File: src/rtl/xspi_csr_slave_if.sv
// CSR-side bus of the xSPI slave. The serial front end drives it through the master modport,
// and the register file answers through the slave modport.
interface xspi_csr_slave_if #(
  parameter int unsigned A_WIDTH = 5
) ();
  logic               chip_select;
  logic [A_WIDTH-1:0] csr_address;
  logic               csr_read;
  logic               csr_write;
  logic [7:0]         csr_writedata;
  logic [7:0]         csr_readdata;

  modport master (
    output chip_select, csr_address, csr_read, csr_write, csr_writedata,
    input  csr_readdata
  );

  modport slave (
    input  chip_select, csr_address, csr_read, csr_write, csr_writedata,
    output csr_readdata
  );
endinterface

File: src/rtl/xspi_csr_slave.sv
// Mode-0 multi-lane serial slave bridging to an 8-bit CSR bus; sck/nss are oversampled by clk.
// Optional macro CD_XSPI_ADDR_INC_EN: csr_address auto-increments after each data-byte strobe.
module xspi_csr_slave #(
  parameter int unsigned LANES   = 4,
  parameter int unsigned A_WIDTH = 5
) (
  input  logic             clk,
  input  logic             reset_n,
  input  logic             sck,
  input  logic             nss,
  input  logic [LANES-1:0] sdi,
  output logic [LANES-1:0] sdo,
  output logic             sdo_oe,
  xspi_csr_slave_if.master csr
);

  localparam int unsigned Steps    = 8 / LANES;
  localparam logic [2:0]  LastStep = 3'(Steps - 1);

  typedef enum logic [1:0] {StIdle, StCmd, StWdata, StRdata} state_e;
  state_e state_q, state_d;

  logic             sck_s1, sck_s2, sck_s3;
  logic             nss_s1, nss_s2, nss_s3;
  logic [LANES-1:0] sdi_s1, sdi_s2;
  logic             init_q, armed_q;

  logic             nss_rise, nss_fall, sck_rise, sck_fall, byte_done;
  logic             cmd_done, wr_done, rd_issue, tx_shift;
  logic [2:0]       cnt_q;
  logic [7:0]       rx_q, rx_byte, wbuf_q, wdata_q, tx_q;
  logic             wr_pend_q, write_q, read_q, rd_cap_q, cs_q, oe_q;
  logic [LANES-1:0] sdo_q;
  logic [A_WIDTH-1:0] addr_q;
  logic             unused_cmd_bits;

  // nss resets high so reset release never looks like a frame start; armed_q additionally
  // requires nss to be seen high once, so a frame caught mid-way by reset is skipped.
  always_ff @(posedge clk or negedge reset_n) begin
    if (!reset_n) begin
      sck_s1  <= 1'b0;
      sck_s2  <= 1'b0;
      sck_s3  <= 1'b0;
      nss_s1  <= 1'b1;
      nss_s2  <= 1'b1;
      nss_s3  <= 1'b1;
      sdi_s1  <= '0;
      sdi_s2  <= '0;
      init_q  <= 1'b0;
      armed_q <= 1'b0;
    end else begin
      sck_s1  <= sck;
      sck_s2  <= sck_s1;
      sck_s3  <= sck_s2;
      nss_s1  <= nss;
      nss_s2  <= nss_s1;
      nss_s3  <= nss_s2;
      sdi_s1  <= sdi;
      sdi_s2  <= sdi_s1;
      init_q  <= 1'b1;
      armed_q <= armed_q | (init_q & nss_s1);
    end
  end

  // A frame end beats any sck edge seen in the same clk.
  assign nss_rise  = nss_s2 & ~nss_s3;
  assign nss_fall  = ~nss_s2 & nss_s3 & armed_q;
  assign sck_rise  = sck_s2 & ~sck_s3 & ~nss_rise;
  assign sck_fall  = ~sck_s2 & sck_s3 & ~nss_rise;
  assign byte_done = sck_rise & (cnt_q == LastStep);
  assign rx_byte   = {rx_q[7-LANES:0], sdi_s2};
  assign unused_cmd_bits = ^(rx_byte[6:0] >> A_WIDTH);

  always_ff @(posedge clk or negedge reset_n) begin
    if (!reset_n) state_q <= StIdle;
    else          state_q <= state_d;
  end

  always_comb begin
    state_d = state_q;
    unique case (state_q)
      StIdle:  if (nss_fall) state_d = StCmd;
      StCmd: begin
        if (nss_rise)       state_d = StIdle;
        else if (byte_done) state_d = rx_byte[7] ? StWdata : StRdata;
      end
      StWdata: if (nss_rise) state_d = StIdle;
      StRdata: if (nss_rise) state_d = StIdle;
      default: state_d = StIdle;
    endcase
  end

  always_comb begin
    cmd_done = 1'b0;
    wr_done  = 1'b0;
    rd_issue = 1'b0;
    tx_shift = 1'b0;
    unique case (state_q)
      StCmd: begin
        cmd_done = byte_done;
        rd_issue = byte_done & ~rx_byte[7];
      end
      StWdata: wr_done = byte_done;
      StRdata: begin
        rd_issue = byte_done;
        tx_shift = sck_fall;
      end
      default: ;
    endcase
  end

  always_ff @(posedge clk or negedge reset_n) begin
    if (!reset_n) begin
      cnt_q     <= '0;
      rx_q      <= '0;
      wr_pend_q <= 1'b0;
      wbuf_q    <= '0;
      write_q   <= 1'b0;
      wdata_q   <= '0;
      read_q    <= 1'b0;
      rd_cap_q  <= 1'b0;
      tx_q      <= '0;
      sdo_q     <= '0;
      oe_q      <= 1'b0;
      cs_q      <= 1'b0;
      addr_q    <= '0;
    end else begin
      if (nss_rise || state_q == StIdle) cnt_q <= '0;
      else if (sck_rise)                 cnt_q <= byte_done ? 3'd0 : cnt_q + 3'd1;
      if (sck_rise && state_q != StIdle) rx_q <= rx_byte;

      // Write strobe lands two clks after the completing rise: buffer, then strobe.
      wr_pend_q <= wr_done;
      if (wr_done) wbuf_q <= rx_byte;
      write_q   <= wr_pend_q;
      if (wr_pend_q) wdata_q <= wbuf_q;

      read_q   <= rd_issue;
      rd_cap_q <= read_q;
      if (rd_cap_q)      tx_q <= csr.csr_readdata;
      else if (tx_shift) tx_q <= tx_q << LANES;

      if (nss_rise) begin
        sdo_q <= '0;
        oe_q  <= 1'b0;
      end else if (tx_shift) begin
        sdo_q <= tx_q[7 -: LANES];
        oe_q  <= 1'b1;
      end

      if (nss_rise)      cs_q <= 1'b0;
      else if (cmd_done) cs_q <= 1'b1;

      if (cmd_done) addr_q <= rx_byte[A_WIDTH-1:0];
`ifdef CD_XSPI_ADDR_INC_EN
      else if (write_q || read_q) addr_q <= addr_q + 1'b1;
`endif
    end
  end

  assign sdo               = sdo_q;
  assign sdo_oe            = oe_q;
  assign csr.chip_select   = cs_q;
  assign csr.csr_address   = addr_q;
  assign csr.csr_read      = read_q;
  assign csr.csr_write     = write_q;
  assign csr.csr_writedata = wdata_q;

endmodule

File: src/flat_wrapper.sv
// flat-port wrapper written by rule: the top's interface ports become plain ports
module xspi_csr_slave_flat 
#(
  parameter int unsigned LANES   = 4,
  parameter int unsigned A_WIDTH = 5
)
  (clk, reset_n, sck, nss, sdi, sdo, sdo_oe, csr_chip_select, csr_csr_address, csr_csr_read, csr_csr_write, csr_csr_writedata, csr_csr_readdata);
  xspi_csr_slave_if #(.A_WIDTH(A_WIDTH)) csr_i ();
  input  logic clk;
  input  logic reset_n;
  input  logic sck;
  input  logic nss;
  input  logic [LANES-1:0] sdi;
  output logic [LANES-1:0] sdo;
  output logic sdo_oe;
  output wire logic [$bits(csr_i.chip_select)-1:0] csr_chip_select;
  output wire logic [$bits(csr_i.csr_address)-1:0] csr_csr_address;
  output wire logic [$bits(csr_i.csr_read)-1:0] csr_csr_read;
  output wire logic [$bits(csr_i.csr_write)-1:0] csr_csr_write;
  output wire logic [$bits(csr_i.csr_writedata)-1:0] csr_csr_writedata;
  input wire logic [$bits(csr_i.csr_readdata)-1:0] csr_csr_readdata;
  assign csr_chip_select = csr_i.chip_select;
  assign csr_csr_address = csr_i.csr_address;
  assign csr_csr_read = csr_i.csr_read;
  assign csr_csr_write = csr_i.csr_write;
  assign csr_csr_writedata = csr_i.csr_writedata;
  assign csr_i.csr_readdata = csr_csr_readdata;
  xspi_csr_slave #(.LANES(LANES), .A_WIDTH(A_WIDTH)) u_core (.clk(clk), .reset_n(reset_n), .sck(sck), .nss(nss), .sdi(sdi), .sdo(sdo), .sdo_oe(sdo_oe), .csr(csr_i));
endmodule
File: config.mk
export PLATFORM = sky130hd
export DESIGN_NAME = xspi_csr_slave_flat
export DESIGN_NICKNAME = d
export VERILOG_FILES = /design/src/rtl/xspi_csr_slave_if.sv /design/src/rtl/xspi_csr_slave.sv /design/src/flat_wrapper.sv
export SDC_FILE = /design/constraint.sdc
export NUM_CORES = 1
export LEC_CHECK = 0
export BUFFER_PORTS_ARGS = -buffer_cell sky130_fd_sc_hd__buf_2
export CAP_MARGIN = 20
export CORE_MARGIN = 8
export CORE_UTILIZATION = 40
export DETAILED_ROUTE_END_ITERATION = 10
export PLACE_DENSITY = 0.64
export RECOVER_POWER = 100
export SKIP_CTS_REPAIR_TIMING = 1
export SLEW_MARGIN = 20
export SYNTH_ARGS = -nofsm -noshare
export SYNTH_HDL_FRONTEND = slang
export SYNTH_SLANG_ARGS = --single-unit
File: constraint.sdc
create_clock -name clk -period 2.2 [get_ports clk]
set_input_delay 0.11 -clock clk [delete_from_list [all_inputs] [get_ports clk]]
set_output_delay 0.11 -clock clk [all_outputs]
set_load 0.01 [all_outputs]
Yosys cells after proc, flatten, opt, wreduce, memory -nomap -nowiden
Index checks and enable logic that the tools add are counted.

storage, ports and cells
  logic and storage cells = 80
  output and inout port bits = 21
  bits of input ports = 16
  flip-flop bits (word level) = 64

operators by class
  bitwise operators = 17
  muxes and demuxes = 21
  equality and inequality tests = 7
  reductions and logical operators = 10
  add/sub/neg operators = 1

operators by type and width
  kind                                                    count
  two-way mux 8 bit                                       2
  AND 1 bit                                               10
  nonzero test 2 bit                                      5
  two-way mux 3 bit                                       3
  two-way mux 1 bit                                       8
  two-way mux 2 bit                                       4
  two-way mux 4 bit                                       2
  NOT 1 bit                                               6
  case mux 2 bit (3 select lines)                         1
  == test 2 bit (second input constant)                   2
  inequality test 2 x 1 -> 1 bit (second input constant)  2
  adder 3 x 1 -> 3 bit (second input constant)            1
  == test 3 x 1 -> 1 bit (second input constant)          1
  inequality test 3 x 1 -> 1 bit (second input constant)  1
  AND reduction 3 bit                                     1
  == test 2 x 1 -> 1 bit (second input constant)          1
  logical NOT 2 bit                                       1
  case mux 1 bit (2 select lines)                         1
  OR reduction 2 bit                                      1
  logical AND 1 bit                                       1
  logical OR 1 bit                                        1
  OR 1 bit                                                1

Longest topological paths before layout
  depth in word-level cells = 8
  mapped depth = 5
  depth with buffers taken out = 5

Least setup slack after synthesis
Ideal clock, no wire load.

  path type = reg2reg
  from = reg u_core.nss_s3
  to = reg u_core.tx_q[7]
  arrival = 1.467 ns
  stages on the path, launching flop included = 6
  buffers on the path = 2
  clock period less this slack = 1.593 ns
  setup slack = 0.607 ns
  cell sequence = dfstp_2 > nor2b_1 > buf_6 > or3_4 > buf_6 > a221o_1

on the way
  word-level cells in the longest chain between the ends = 6

RTL lines
  element                              line                   source
  start: declaration                   xspi_csr_slave.sv:24   logic nss_s1, nss_s2, nss_s3;
  start signal: assignment             xspi_csr_slave.sv:57   nss_s3 <= nss_s2;
  NOT 1 bit                            xspi_csr_slave.sv:66   assign nss_rise = nss_s2 & ~nss_s3;
  AND 1 bit                            xspi_csr_slave.sv:66
  NOT 1 bit                            xspi_csr_slave.sv:69   assign sck_fall = ~sck_s2 & sck_s3 & ~nss_rise;
  AND 1 bit                            xspi_csr_slave.sv:69
  two-way mux 1 bit                    xspi_csr_slave.sv:98   unique case (state_q)
  nonzero test 2 bit (no source line)  n/a
  end signal: assignment               xspi_csr_slave.sv:140  if (rd_cap_q) tx_q <= csr.csr_readdata;
  end signal: assignment               xspi_csr_slave.sv:141  else if (tx_shift) tx_q <= tx_q << LANES;
  end: declaration                     xspi_csr_slave.sv:31   logic [7:0] rx_q, rx_byte, wbuf_q, wdata_q, tx_q;

No other way between the ends.
A chain may end at the register's enable or synchronous reset.

Worst setup path after layout
  from = reg u_core.nss_s3
  to = reg u_core.tx_q[6]

Same word-level chain as after synthesis.

==> results.txt <==
Once the floorplan was initialized, standard cells occupied 41.0% of the core. Most common cell after layout, fill and taps aside: dfrtp_1. The number of max-slew violations in the final report was 0; the fraction of final layout cells with drive strength greater than 1 was 26.2%.

The terminating pin of the worst hold path is u_core.tx_q[0]. The tools report the total wirelength of the detailed-routed design as 4310 um. Setup violations remaining at the end of the flow were counted as 0. The worst hold path belongs to the class input pin to flip-flop.

Synthesis instantiated 33 different standard cells from the library. The number of design-rule violations left by the first detailed-router iteration came out at 70. The routed wire length per instance is 14.4 um. TritonCTS built the clock tree. Counting every net in the synthesized netlist gives 186. The CTS clock-pin slew for the worst setup and hold paths is 0.07 ns, and the critical path depth in cells is 4. Counting every instance in the synthesized netlist gives 168. The per-cell via count in the routed design was 4.80; the per-instance average area after synthesis was 14.4 um2. The clock passes through at most 2 buffers.

Global routing finished with a remaining overflow of 0. The repair_antennas step left the layout with diodes totalling 0. Combined area of all synthesized cells: 2410 um2.

The first global-routing pass estimated 7230 um of wire. Clock tree synthesis inserted a total of 9 buffers. For the worst flop-to-flop path, the logic depth is 4. The worst register-to-register path begins at u_core.nss_s3.

In this run the clock root is driven by a clkbuf_8. The tools report the clock sink count as 64. The logs give 2910 um for the HPWL reported at the end of detailed placement and 0 for the initial antenna violation count.

The floorplan has 28 rows. The run gives 0 as the final number of hold-violating endpoints. Adding up every negative setup slack in the final design gives 0 ns. The maximum cell stage delay along the critical path came out at 0.57 ns. STA classifies the critical path endpoint as a flip-flop.

The part of the cycle the worst path needs was 83.0%. Static timing analysis puts the maximum clock frequency at 0.548 GHz. The endpoint identified for the worst register-to-register timing path is u_core.tx_q[6]. Maximum fanout count along the critical path: 13. The critical path goes through nor2b_1, clkbuf_1, or3_1, a221o_1.

In this design, the largest share of critical-path delay is due to simple AND/OR/NAND/NOR gates. The startpoint identified for the worst hold timing path is csr_csr_readdata[0]. Count of buffering cells on the critical path with inverters included: 1.

The growth of design area from synthesis to finish was 21.8%. At the pin with the least slew margin, the transition time is 0.532 ns. Entering global routing, the biggest net connects 65 pins. The number of antenna-violating nets in the routed design is 0, and the total power per unit cell area is 894 nW/um2. After floorplanning, the core was sized to cover 5890 um2.

The detailed-routing iteration count for the pre-antenna-repair pass was 4. Leakage component of the power: 0.00139 uW. The die is 93.7 um wide. The number of synthesized register bits works out to 64. The setup check on the worst reg-to-reg path leaves a slack of 0.37 ns.

The number of port buffers is 36. The worst setup path category is flip-flop to flip-flop. The flow ran to the end, and the final reports show no timing, DRC or antenna violations.

Data arrives at the worst endpoint at 2.04 ns. The logs give 0.740 for the global placer's final weighted congestion and 3 for the total number of H-tree levels. Sequential elements use 66.5% of the synthesized area. The floorplan step defined a die boundary enclosing 8770 um2. The worst setup skew after layout was 0.00582 ns; the final instance area was 2940 um2.

The total routing resource utilization after global routing is 10.8%. For this run, the post-layout net count is 238. Measured against its own limit, the worst slew margin works out to 64.3%.

For this block, the via count after detailed routing is 1440. Clock latency on the worst-skew pair, taken at its later pin, is 0.33 ns. For this run, the number of Yosys warnings is 0.

The remaining routing DRC violations was 0; the die extent in y was 93.7 um. At the worst endpoint, the required time is 2.41 ns. The tools report the via count of the first global-routing pass as 1459. The largest individual stage delay along the critical path comes from the cell or3_1. The tool flagged a number of max-cap violations equal to 0. The number of placed I/O pins was 37. The worst setup path is launched from a flip-flop. Counting instances, the worst hold path has a depth of 2. For the finished layout, the period the worst path requires is 1.83 ns. Setup repair after global routing left no endpoint under its margin.

Leaving out fill and tap cells, the most frequent cells in the layout are dfrtp_1, mux2_2, clkbuf_1. The run gives 553 uV as the worst ir drop on vdd. The utilization after layout is 49.9%, and the placed standard-cell area is 2670 um2.
==> layer usage <==
layer	share of wire, %	GRT usage (%)	vias up
met2	44	14.7	37
met5	0	0	-
met3	7.8	6.16	6
met1	47	13.6	702
met4	1.1	5.15	0
li1	-	-	695
==> where the power goes <==
group | internal (uW) | total [uW] | switching, uW
combinational | 138 | 264 | 125
sequential | 1290 | 1350 | 66.0
clock | 580 | 1010 | 430
==> area by class of cell <==
cell class | count | area, um2
Tap cell | 75 | 93.8
Sequential cell | 64 | 1610
Inverter | 8 | 30.0
Clock inverter | 5 | 55.1
Fill cell | 546 | 2950
Timing Repair Buffer | 48 | 277
Clock buffer | 11 | 151
Multi-Input combinational cell | 89 | 726
==> flip-flops by register name, summed over array words and instances, names as in the netlist, 2 cells and up <==
register,count
u_core.sdi_s1,4
u_core.sdi_s2,4
u_core.tx_q,8
u_core.csr.csr_writedata,8
u_core.csr.csr_address,5
u_core.sdo,4
u_core.state_q,2
u_core.cnt_q,3
u_core.wbuf_q,8
u_core.rx_q,4
==> worst max-delay path by stage <==
stage / from / to / slack (ns)
2_1_floorplan: u_core.nss_s3 / u_core.tx_q[7] / 0.61
3_3_place_gp: u_core.nss_s3 / u_core.rx_q[1] / 0.53
3_5_place_dp: u_core.nss_s3 / u_core.rx_q[1] / 0.50
4_1_cts: u_core.nss_s3 / u_core.rx_q[1] / 0.49
5_1_grt: u_core.nss_s3 / u_core.rx_q[1] / 0.27
6_report: u_core.nss_s3 / u_core.tx_q[6] / 0.37
==> through the flow <==
stage | cells | hold slack (ns) | power, uW | worst slack [ns]
global route | 300 | 0.0117 | 2760 | 0.275
global placement | 274 | 0.146 | 1630 | 0.530
floorplan | 168 | -0.186 | 1530 | 0.607
CTS | 290 | -0.224 | 2670 | 0.485
detailed placement | 274 | 0.149 | 1640 | 0.502
finish | 300 | 0.0190 | 2630 | 0.374
==> cells by family (layout without fill, tap and decap cells) <==
logic type	count (synthesis)	in the layout	share of synthesized area [%]
buffers and inverters	15	72	3.16
AOI/OAI and AO/OA	25	25	7.37
adders and majority gates	2	2	1.04
DFF	64	64	66.5
muxes	25	25	11.7
and+or+nand+nor	36	36	10.1
other	1	1	0.155
==> cell usage after synthesis <==
master    count  area share [%]
buf_4         1            0.31
conb_1        1            0.16
nor2b_1       7             1.8
a221o_1       4             1.7
a21oi_1       4            0.83
inv_1         8             1.2
a21o_1        1            0.31
or3_1         2            0.52
mux2_2       25              12
nand2b_1      1            0.26
buf_6         2            0.93
nand3b_4      1            0.83
clkbuf_1      3            0.47
and4b_1       1            0.41
nor2_1        6            0.93
or3_4         1            0.47
o211ai_1      4             1.2
dfrtp_1      61              63
nand2_1       6            0.93
nor4b_1       4             1.5
buf_2         1            0.21
nand4_1       1            0.26
nand4b_2      1            0.62
or4_1         1            0.31
ha_1          2             1.0
or2b_1        1            0.31
nor3_1        2            0.41
a31o_2        1            0.36
dfstp_2       3             3.3
o21ai_0       6             1.2
a31oi_1       1            0.26
a22o_1        4             1.5
and4bb_2      1            0.52
Note: power is estimated with default switching activity, not from simulation.
